**src/rtl/sobel_grad.sv**
```systemverilog
// sobel_grad: three-stage pipelined Sobel gradient unit.
// Produces signed Gx/Gy, a shifted and saturated magnitude and a 2-bit direction
// bin for non-maximum suppression. A single global enable stalls every stage together.
module sobel_grad #(
  parameter int unsigned PIXEL_W   = 8,
  parameter int unsigned MAG_W     = 8,
  parameter int unsigned MAG_SHIFT = 0,
  parameter int unsigned MAG_MODE  = 0
) (
  input  logic                     clk,
  input  logic                     rst_n,
  input  logic                     in_valid,
  output logic                     in_ready,
  input  logic [9*PIXEL_W-1:0]     pixels_g,
  output logic                     out_valid,
  input  logic                     out_ready,
  output logic signed [PIXEL_W+2:0] gx,
  output logic signed [PIXEL_W+2:0] gy,
  output logic [MAG_W-1:0]         sobel_mag,
  output logic [1:0]               sobel_dir
);

  // Gradient width, absolute-value width, raw magnitude width, direction compare width.
  localparam int unsigned GW = PIXEL_W + 3;
  localparam int unsigned AW = PIXEL_W + 2;
  localparam int unsigned RW = PIXEL_W + 3;
  localparam int unsigned DW = PIXEL_W + 5;

  logic en_c;

  // Stage registers
  logic                 v1_q, v2_q, v3_q;
  logic signed [GW-1:0] gx1_q, gy1_q;
  logic signed [GW-1:0] gx2_q, gy2_q;
  logic [RW-1:0]        raw2_q;
  logic [1:0]           dir2_q;
  logic signed [GW-1:0] gx3_q, gy3_q;
  logic [MAG_W-1:0]     mag3_q;
  logic [1:0]           dir3_q;

  // Stage 1 combinational
  logic signed [GW-1:0] px_c [9];
  logic signed [GW-1:0] gx_d, gy_d;

  // Stage 2 combinational
  logic [AW-1:0] ax_c, ay_c, mx_c, mn_c;
  logic [DW-1:0] ax2_c, ay2_c, ax5_c, ay5_c;
  logic [RW-1:0] raw_d;
  logic [1:0]    dir_d;

  // Stage 3 combinational
  logic [RW-1:0]    shifted_c;
  logic [MAG_W-1:0] mag_d;

  // Global advance: everything moves unless a held result blocks the output.
  assign en_c     = !v3_q || out_ready;
  assign in_ready = en_c;

  // Unpack the window into sign-extended operands.
  always_comb begin
    for (int k = 0; k < 9; k++) begin
      px_c[k] = $signed(GW'(pixels_g[k*PIXEL_W +: PIXEL_W]));
    end
  end

  // Sobel kernels; results are exact in GW signed bits.
  always_comb begin
    gx_d = (px_c[2] + (px_c[5] <<< 1) + px_c[8]) - (px_c[0] + (px_c[3] <<< 1) + px_c[6]);
    gy_d = (px_c[0] + (px_c[1] <<< 1) + px_c[2]) - (px_c[6] + (px_c[7] <<< 1) + px_c[8]);
  end

  // Stage 1 register: gradients.
  always_ff @(posedge clk or negedge rst_n) begin
    if (!rst_n) begin
      v1_q  <= 1'b0;
      gx1_q <= '0;
      gy1_q <= '0;
    end else if (en_c) begin
      v1_q  <= in_valid;
      gx1_q <= gx_d;
      gy1_q <= gy_d;
    end
  end

  // Absolute values and magnitude approximation.
  always_comb begin
    ax_c = gx1_q[GW-1] ? AW'(-gx1_q) : AW'(gx1_q);
    ay_c = gy1_q[GW-1] ? AW'(-gy1_q) : AW'(gy1_q);
    if (ax_c >= ay_c) begin
      mx_c = ax_c;
      mn_c = ay_c;
    end else begin
      mx_c = ay_c;
      mn_c = ax_c;
    end
    if (MAG_MODE == 0) begin
      raw_d = RW'(ax_c) + RW'(ay_c);
    end else begin
      raw_d = RW'(mx_c) + RW'(mn_c >> 1);
    end
  end

  // Direction binning using tan(22.5)~2/5 and tan(67.5)~5/2 thresholds.
  always_comb begin
    ax2_c = DW'(ax_c) << 1;
    ay2_c = DW'(ay_c) << 1;
    ax5_c = (DW'(ax_c) << 2) + DW'(ax_c);
    ay5_c = (DW'(ay_c) << 2) + DW'(ay_c);
    dir_d = 2'd0;
    if ((ax_c == '0) && (ay_c == '0)) begin
      dir_d = 2'd0;
    end else if (ay5_c < ax2_c) begin
      dir_d = 2'd0;
    end else if (ay2_c > ax5_c) begin
      dir_d = 2'd2;
    end else if (gx1_q[GW-1] == gy1_q[GW-1]) begin
      dir_d = 2'd1;
    end else begin
      dir_d = 2'd3;
    end
  end

  // Stage 2 register: raw magnitude, direction, delayed gradients.
  always_ff @(posedge clk or negedge rst_n) begin
    if (!rst_n) begin
      v2_q   <= 1'b0;
      gx2_q  <= '0;
      gy2_q  <= '0;
      raw2_q <= '0;
      dir2_q <= 2'd0;
    end else if (en_c) begin
      v2_q   <= v1_q;
      gx2_q  <= gx1_q;
      gy2_q  <= gy1_q;
      raw2_q <= raw_d;
      dir2_q <= dir_d;
    end
  end

  assign shifted_c = raw2_q >> MAG_SHIFT;

  // Saturate only when the shifted magnitude can exceed the output width.
  generate
    if (MAG_W >= RW) begin : g_nosat
      assign mag_d = MAG_W'(shifted_c);
    end else begin : g_sat
      assign mag_d = (|shifted_c[RW-1:MAG_W]) ? {MAG_W{1'b1}} : shifted_c[MAG_W-1:0];
    end
  endgenerate

  // Stage 3 register: output registers.
  always_ff @(posedge clk or negedge rst_n) begin
    if (!rst_n) begin
      v3_q   <= 1'b0;
      gx3_q  <= '0;
      gy3_q  <= '0;
      mag3_q <= '0;
      dir3_q <= 2'd0;
    end else if (en_c) begin
      v3_q   <= v2_q;
      gx3_q  <= gx2_q;
      gy3_q  <= gy2_q;
      mag3_q <= mag_d;
      dir3_q <= dir2_q;
    end
  end

  assign out_valid = v3_q;
  assign gx        = gx3_q;
  assign gy        = gy3_q;
  assign sobel_mag = mag3_q;
  assign sobel_dir = dir3_q;

endmodule
```
**config.mk**
```make
export PLATFORM = sky130hd
export DESIGN_NAME = sobel_grad
export DESIGN_NICKNAME = d
export VERILOG_FILES = /design/src/rtl/sobel_grad.sv
export SDC_FILE = /design/constraint.sdc
export NUM_CORES = 1
export LEC_CHECK = 0
export ABC_AREA = 0
export CORE_ASPECT_RATIO = 2
export CORE_MARGIN = 8
export CORE_UTILIZATION = 26
export CTS_BUF_LIST = sky130_fd_sc_hd__clkbuf_8
export CTS_CLUSTER_SIZE = 8
export DETAILED_ROUTE_END_ITERATION = 8
export GPL_ROUTABILITY_DRIVEN = 0
export HOLD_SLACK_MARGIN = 0.12
export PLACE_DENSITY_LB_ADDON = 0.05
export SYNTH_ARGS = -nofsm -noshare
export SYNTH_HDL_FRONTEND = slang
export SYNTH_SLANG_ARGS = --single-unit
```
**constraint.sdc**
```tcl
create_clock -name clk -period 6.37 [get_ports clk]
set_input_delay 1.274 -clock clk [delete_from_list [all_inputs] [get_ports clk]]
set_output_delay 1.274 -clock clk [all_outputs]
set_load 0.02 [all_outputs]
```
### Yosys cells after proc, flatten, opt, wreduce, memory -nomap -nowiden

Index checks and enable logic that the tools add are counted.

* equality and inequality tests: 1
* $lt $le $gt $ge: 2
* add/sub/neg operators: 15
* multiplexer cells: 7
* reductions and logical operators: 6

Operator list (number)
* $add A10 B8 Y11: 4
* $add A8 B9 Y10: 4
* $add A12 B10 Y13: 2
* $sub A11 B11 Y11: 2
* $logic_not A10 Y1: 2
* $mux W10: 2
* $neg A10 Y10: 2
* $gt A11 B13 Y1: 1
* $lt A13 B11 Y1: 1
* $add A10 B10 Y11: 1
* $mux W2: 4
* $mux W8: 1
* $reduce_or A3 Y1: 1
* $eq A1 B1 Y1: 1
* $logic_and A1 B1 Y1: 1
* $logic_not A1 Y1: 1
* $logic_or A1 B1 Y1: 1

* input port bits: 76
* word-level logic and storage cells: 44
* output and inout port bits: 34
* flip-flop bits (word level): 92

### Logic depth before layout (Yosys ltp)

Gate-level depths: netlist of run 1.

* depth in word-level cells: 7
* mapped depth: 19
* gate-level depth less buffers: 19

### Least setup slack after synthesis of run 1

No wires, ideal clock.

* path type: input port to flip-flop
* from: in pixels_g[57]
* to: reg gy1_q[9]
* buffers on the path: 0
* setup slack: 1.779 ns
* library setup time: 0.086 ns
* stages on the path: 14
* data arrival time: 4.505 ns
* cells stage by stage: inv_1 > fa_1 > fa_1 > fa_1 > inv_1 > fa_1 > nor2b_1 > o21ai_0 > a21boi_0 > o21ai_0 > a21boi_0 > o21ai_0 > nor4b_1 > nor3_1

* longest elaborated chain between the ends: 3

RTL lines
* start, declared: line 14 `input logic [9*PIXEL_W-1:0] pixels_g,`
* $add A8 B9 Y10: line 69 `gy_d = (px_c[0] + (px_c[1] <<< 1) + px_c[2]) - (px_c[6] + (px_c[7] <<< 1) + px_c[8]);`
* $add A10 B8 Y11: line 69
* $sub A11 B11 Y11: line 69
* end signal, assigned: line 81 `gy1_q <= gy_d;`
* end, declared: line 33 `logic signed [GW-1:0] gx1_q, gy1_q;`

Every way passes these cells.
A chain may end at the register's enable or synchronous reset.

### Worst setup path after layout of run 1

* from: in pixels_g[0]
* to: reg gx1_q[9]

* longest elaborated chain between the ends: 3

RTL lines
* $add A8 B9 Y10: line 68 `gx_d = (px_c[2] + (px_c[5] <<< 1) + px_c[8]) - (px_c[0] + (px_c[3] <<< 1) + px_c[6]);`
* $add A10 B8 Y11: line 68
* $sub A11 B11 Y11: line 68
* end signal, assigned: line 80 `gx1_q <= gx_d;`
* end, declared: line 33

Every way passes these cells.

==> run metrics, run 1 <==
H-tree depth=3; diodes inserted=0; CTS Sinks=92; Commonest cells post-synth=nand2_1 (164), inv_1 (106), dfrtp_1 (92), ha_1 (67), fa_1 (64); CP top delay family=adder cells; Crit Path Max Fanout=2; largest net degree at the start of global routing=75; CTS resizes=0; post-route setup TNS=0 ns; gr busiest metal=met2; DIE AREA=36200 sq um; Area Growth Syn to Fin=20.5%; ys async rst share=100%; Worst Skew=0.0199 ns; CP arrival=5.46 ns; Post-Synthesis Cells=842; DR pass1 iterations=6; met2 usage=20.2%; Post-route DRC=0; CTS root buf=clkbuf_8; gr usage total=11.4%; number of max-cap violations=0; layout cells sized above 1=5.89%; Site Rows=90; vias in the first global route=6360; routed len/inst=15.6 um; min cycle time layout=5.16 ns; outcome=completed; Crit path buffers/inverters=3; met3 usage=2.07%; critical path class=in -> reg; critical path cell sequence=clkdlybuf4s50_1 > inv_1 > fa_1 > fa_1 > fa_1 > ha_1 > inv_1 > fa_1 > nor2b_1 > o21ai_0 > a21boi_0 > o21ai_0 > a21boi_0 > o21ai_0 > nor4b_1 > a211oi_1; first-pass GRT wire length=33.3 mm; CP max stage cell=clkdlybuf4s50_1; dpl hpwl=16.3 mm; hold-fix buffers at CTS=0; grt met1 use=13.8%; vias per std cell=4.53; top-count cell post-synth=nand2_1; Vias=5901; Final ANT Viol Nets=0; flop and latch count out of synthesis=92; Die Y=261 um; cell taking the most area after synthesis=dfrtp_1; core area=29800 sq um; Nets=1136; r2r startpoint=gx1_q[0]$_DFFE_PN0P_; clk_lat worst skew=0.39 ns; post-synth cell types=70; dominant cells by area after synthesis=dfrtp_1 (29%), fa_1 (16%), ha_1 (11%), nand2_1 (7.9%), inv_1 (5.1%); post-CTS setup buffer count=0; Worst Path Required=6.67 ns; YS warnings=0; CP startpoint=pixels_g[0]; hold path start=gy[0]$_DFFE_PN0P_; I/O Buffers=101; die width=139 um; Ports=110; Syn Area/Cell=9.28 sq um; CP dominant cell by count=fa_1; RSZ-0062 raised after global routing=no; clock tree buffer depth=2; synthesized cell area=7820 sq um; antenna violations before repair=0; # fillers=3155; sequential-to-total area share from yosys stat=29.4%; achievable clock frequency=194 MHz; worst min path class=reg -> reg; Slew headroom=39.3%; CTS tree=yes; CTS Buf Count=9; Yosys top cell area share=29.4%; clock slew at reported path FFs=0.09 ns; final hold viol count=0; Max stage delay on crit path=0.52 ns; CP Launch Type=input port; crit end category=flip-flop; Mapped Nets=1049; initial core utilization=26.2%; final count of pins violating max slew=0; Worst Max-Slew Pin Slew=0.904 ns; final period utilization=81.0%; Post-Route WL=20.3 mm; endpoints failing setup=0; initial DRC count=305; GR Overflow Total=0; Primary FF master, synth=dfrtp_1; Post-synth EDFFs=0
logic make-up after synthesis:
logic type	synth area share, %
buf+inv	6.91
flops	29.4
mux	0.816
xor+xnor	5.99
compound gates	14.1
fa+ha+maj	27.4
simple gates	15.4
flip-flops by register name (all words and copies together) (netlist names):
| name | count |
|---|---|
| gx1_q | 11 |
| gx2_q | 11 |
| gx | 11 |
| gy1_q | 11 |
| gy2_q | 11 |
| gy | 11 |
| raw2_q | 11 |
| sobel_mag | 8 |
| dir2_q | 2 |
| sobel_dir | 2 |
| out_valid | 1 |
| v1_q | 1 |
| v2_q | 1 |
final timing paths:
check / slack, ns / to / cells after the start
min in group asynchronous: 0.86 / sobel_mag[1]$_DFFE_PN0P_ / 1
worst max-delay path: 1.21 / gx1_q[9]$_DFFE_PN0P_ / 16
worst max register to register: 1.80 / dir2_q[0]$_DFFE_PN0P_ / 19
worst min register to register: 0.47 / gy[0]$_DFFE_PN0P_ / 2
max in group asynchronous: 4.40 / gx2_q[9]$_DFFE_PN0P_ / 2
worst min-delay path: 0.47 / gy[0]$_DFFE_PN0P_ / 2
layout by cell type, fill, tap and decap left out, types with 6 or more instances in the layout:
cell type / n
a21o_1: 6
ha_1: 67
o21ai_0: 35
o22a_1: 8
nor3_1: 10
xor2_1: 12
nand2_1: 164
inv_1: 106
nand2b_1: 6
nor2b_1: 8
o31ai_1: 11
xnor2_1: 34
dfrtp_1: 92
clkdlybuf4s50_1: 100
a211oi_1: 8
nor2_1: 42
a21oi_1: 42
clkbuf_8: 10
fa_1: 64
worst min-delay path: stages (launching register included):
cell and delay, ns:
dfrtp_1 0.34, nand2_1 0.05, nand2_1 0.05
stage by stage:
step	worst slack [ns]	utilization [%]	hold slack [ns]	instance area [sq um]	std cells
2_1_floorplan	1.78	-	0.430	7820	842
3_3_place_gp	0.790	30.8	0.442	9190	1286
3_5_place_dp	0.734	30.8	0.453	9190	1286
4_1_cts	1.17	31.6	0.474	9420	1302
5_1_grt	0.847	31.6	0.488	9420	1302
6_report	1.21	31.6	0.466	9420	1302
area by class of cell:
cell class	instances	area [sq um]	share of cell area [%]
clock inverters	6	93.8	0.996
flip-flops and latches	92	2300	24.4
repair buffers	105	1040	11.0
clock buffers	10	138	1.46
inverters	108	405	4.30
multi-input cells	613	4980	52.9
well taps	368	460	4.89
metal layers:
layer / up-vias / wire length, um
met5: - / 0
met4: 0 / 277
met3: 13 / 626
met2: 92 / 10400
met1: 2838 / 9080
li1: 2958 / -
Power of run 1 is not shown: default switching activity piles up to over one toggle a cycle in this logic, so the estimate is an artifact.
==> run 2, diff against run 1 <==
==> constraint.sdc (replaced) <==
create_clock -name clk -period 5.33 [get_ports clk]
set_input_delay 1.066 -clock clk [delete_from_list [all_inputs] [get_ports clk]]
set_output_delay 1.066 -clock clk [all_outputs]
set_load 0.02 [all_outputs]
==> run 2 against run 1 <==
Design area up 0.86%. First-iteration DRC count fell by 15%. Highest routed layer unchanged. Die area stayed put. Sequential share of layout area decreased by 0.21 points. Register-to-register slack got worse by 0.86 ns. Flip-flop and latch count unchanged. Setup slack worse by 0.71 ns. Core utilization is 0.27 points higher.
==> run metrics, run 2 (synthesis results as in run 1) <==
CP dominant cell by count=fa_1 (unchanged); hold-fix buffers at CTS=0 (unchanged); register area=2300 sq um (unchanged); routed wl met2=10.8 mm (was 10.4 mm); Max stage delay on crit path=0.54 ns (was 0.52 ns); CP arrival=5.13 ns (was 5.46 ns); CTS root buf=clkbuf_8 (unchanged); CP top delay family=adder cells (unchanged); vias in the first global route=6398 (was 6360); # fillers=3158 (was 3155); worst min path class=reg -> reg (unchanged); Nets=1150 (was 1136); outcome=completed (unchanged); core area=29800 sq um (unchanged); initial core utilization=26.2% (unchanged); clk_lat worst skew=0.40 ns (was 0.39 ns); DR pass1 iterations=5 (was 6); M1 WL=9.01 mm (was 9.08 mm); CTS Buf Count=9 (unchanged); clock tree buffer depth=2 (unchanged); initial DRC count=258 (was 305); Area Growth Syn to Fin=21.5% (was 20.5%); Crit Path Max Fanout=2 (unchanged); Site Rows=90 (unchanged); gr usage total=11.6% (was 11.4%); endpoints failing setup=0 (unchanged); critical path class=in -> reg (unchanged); post-route setup TNS=0 ns (unchanged); CTS resizes=0 (unchanged); I/O Buffers=101 (unchanged); Final ANT Viol Nets=0 (unchanged); H-tree depth=3 (unchanged); diodes inserted=0 (unchanged); Ports=110 (unchanged); uppermost layer routed=met4 (unchanged); CP Launch Type=input port (unchanged); CP max stage cell=fa_1 (was clkdlybuf4s50_1); Vias=5933 (was 5901); routed len/inst=15.7 um (was 15.6 um); die width=139 um (unchanged); Worst Path Required=5.64 ns (was 6.67 ns); crit end category=flip-flop (unchanged); largest net degree at the start of global routing=75 (unchanged); Post-Route WL=20.7 mm (was 20.3 mm); area of the multi-input gates=4980 sq um (unchanged); CTS tree=yes (unchanged); number of max-cap violations=0 (unchanged); Slew headroom=39.6% (was 39.3%); RSZ-0062 raised after global routing=no (unchanged); vias per std cell=4.51 (was 4.53); most common cell after layout, fill and taps aside=nand2_1 (unchanged); met3 WL=614 um (was 626 um); DIE AREA=36200 sq um (unchanged); Die Y=261 um (unchanged); CTS Sinks=92 (unchanged); final count of pins violating max slew=0 (unchanged); final hold viol count=0 (unchanged); commonest cells after routing, fill and taps aside=nand2_1 (164), inv_1 (107), clkdlybuf4s50_1 (100), dfrtp_1 (92), ha_1 (67) (was nand2_1 (164), inv_1 (106), clkdlybuf4s50_1 (100), dfrtp_1 (92), ha_1 (67)); antenna violations before repair=0 (unchanged); first-pass GRT wire length=33.7 mm (was 33.3 mm); Post-route DRC=0 (unchanged); critical path cell sequence=clkdlybuf4s50_1 > inv_1 > fa_1 > inv_1 > fa_1 > fa_1 > fa_1 > nor2b_1 > o21ai_0 > a21boi_0 > o21ai_0 > a21boi_0 > buf_4 > o21ai_0 > nor4b_1 > a211oi_1 (was clkdlybuf4s50_1 > inv_1 > fa_1 > fa_1 > fa_1 > ha_1 > inv_1 > fa_1 > nor2b_1 > o21ai_0 > a21boi_0 > o21ai_0 > a21boi_0 > o21ai_0 > nor4b_1 > a211oi_1); Worst Max-Slew Pin Slew=0.905 ns (was 0.904 ns); final period utilization=90.6%; Worst Skew=0.0232 ns (was 0.0199 ns); dpl hpwl=16.6 mm (was 16.3 mm); achievable clock frequency=207 MHz; Crit path buffers/inverters=4 (was 3); post-CTS setup buffer count=0 (unchanged); clock slew at reported path FFs=0.10 ns (was 0.09 ns); min cycle time layout=4.83 ns; layout cells sized above 1=7.17% (was 5.89%); GR Overflow Total=0 (unchanged)
run 2: layer usage:
layer	up-vias	track usage [%]
li1	2988	-
met1	2846	13.7
met2	87	20.9
met3	12	2.23
met4	0	3.45
met5	-	0
run 2: per-stage QoR:
| stage | util, % | worst slack [ns] | cell area, sq um | std cells | hold WS (ns) |
|---|---|---|---|---|---|
| finish | 31.8 | 0.503 | 9500 | 1316 | 0.463 |
| global route | 31.8 | 0.183 | 9500 | 1316 | 0.499 |
| CTS | 31.8 | 0.482 | 9500 | 1316 | 0.469 |
| detailed placement | 31.1 | 0.0334 | 9290 | 1300 | 0.448 |
| global placement | 31.1 | 0.0543 | 9290 | 1300 | 0.443 |
| floorplan | - | 0.947 | 7820 | 842 | 0.430 |
run 2: path summary, 6_finish.rpt:
check                           slack (ns)                 start                        to  cells past startpoint
worst max-delay path                  0.50          pixels_g[25]      gx1_q[9]$_DFFE_PN0P_                     16
worst min-delay path                  0.46      v2_q$_DFFE_PN0P_          v2_q$_DFFE_PN0P_                      2
worst max register to register        0.94  gx1_q[1]$_DFFE_PN0P_     dir2_q[1]$_DFFE_PN0P_                     19
worst min register to register        0.46      v2_q$_DFFE_PN0P_          v2_q$_DFFE_PN0P_                      2
max in group asynchronous             3.59                 rst_n     gx2_q[10]$_DFFE_PN0P_                      2
min in group asynchronous             0.78                 rst_n  sobel_mag[1]$_DFFE_PN0P_                      1
run 2: final cells by class:
cell class | count | share of cell area [%]
timing repair buffer | 119 | 12.0
multi-input combinational | 613 | 52.4
sequential | 92 | 24.2
tap | 368 | 4.85
clock buffer | 9 | 1.30
clock inverter | 7 | 0.882
inverter | 108 | 4.27
run 2: tightest hold or removal path, delay by kind of cell, from the launching register on:
kind	cells	cell delay [ns]
flip-flops	1	0.34
AND/OR/NAND/NOR	2	0.10
Power of run 2 is left out for the same reason.
==> run 3, diff against run 2 <==
--- a/config.mk
+++ b/config.mk
@@ -10,6 +10,7 @@
 export CORE_MARGIN = 8
 export CORE_UTILIZATION = 26
 export CTS_BUF_LIST = sky130_fd_sc_hd__clkbuf_8
+export CTS_CLUSTER_DIAMETER = 200
 export CTS_CLUSTER_SIZE = 8
 export DETAILED_ROUTE_END_ITERATION = 8
 export GPL_ROUTABILITY_DRIVEN = 0
==> results of run 3 <==
The final DEF is identical to that of run 2; final timing and power are the same.
Power of run 3 is left out for the same reason.
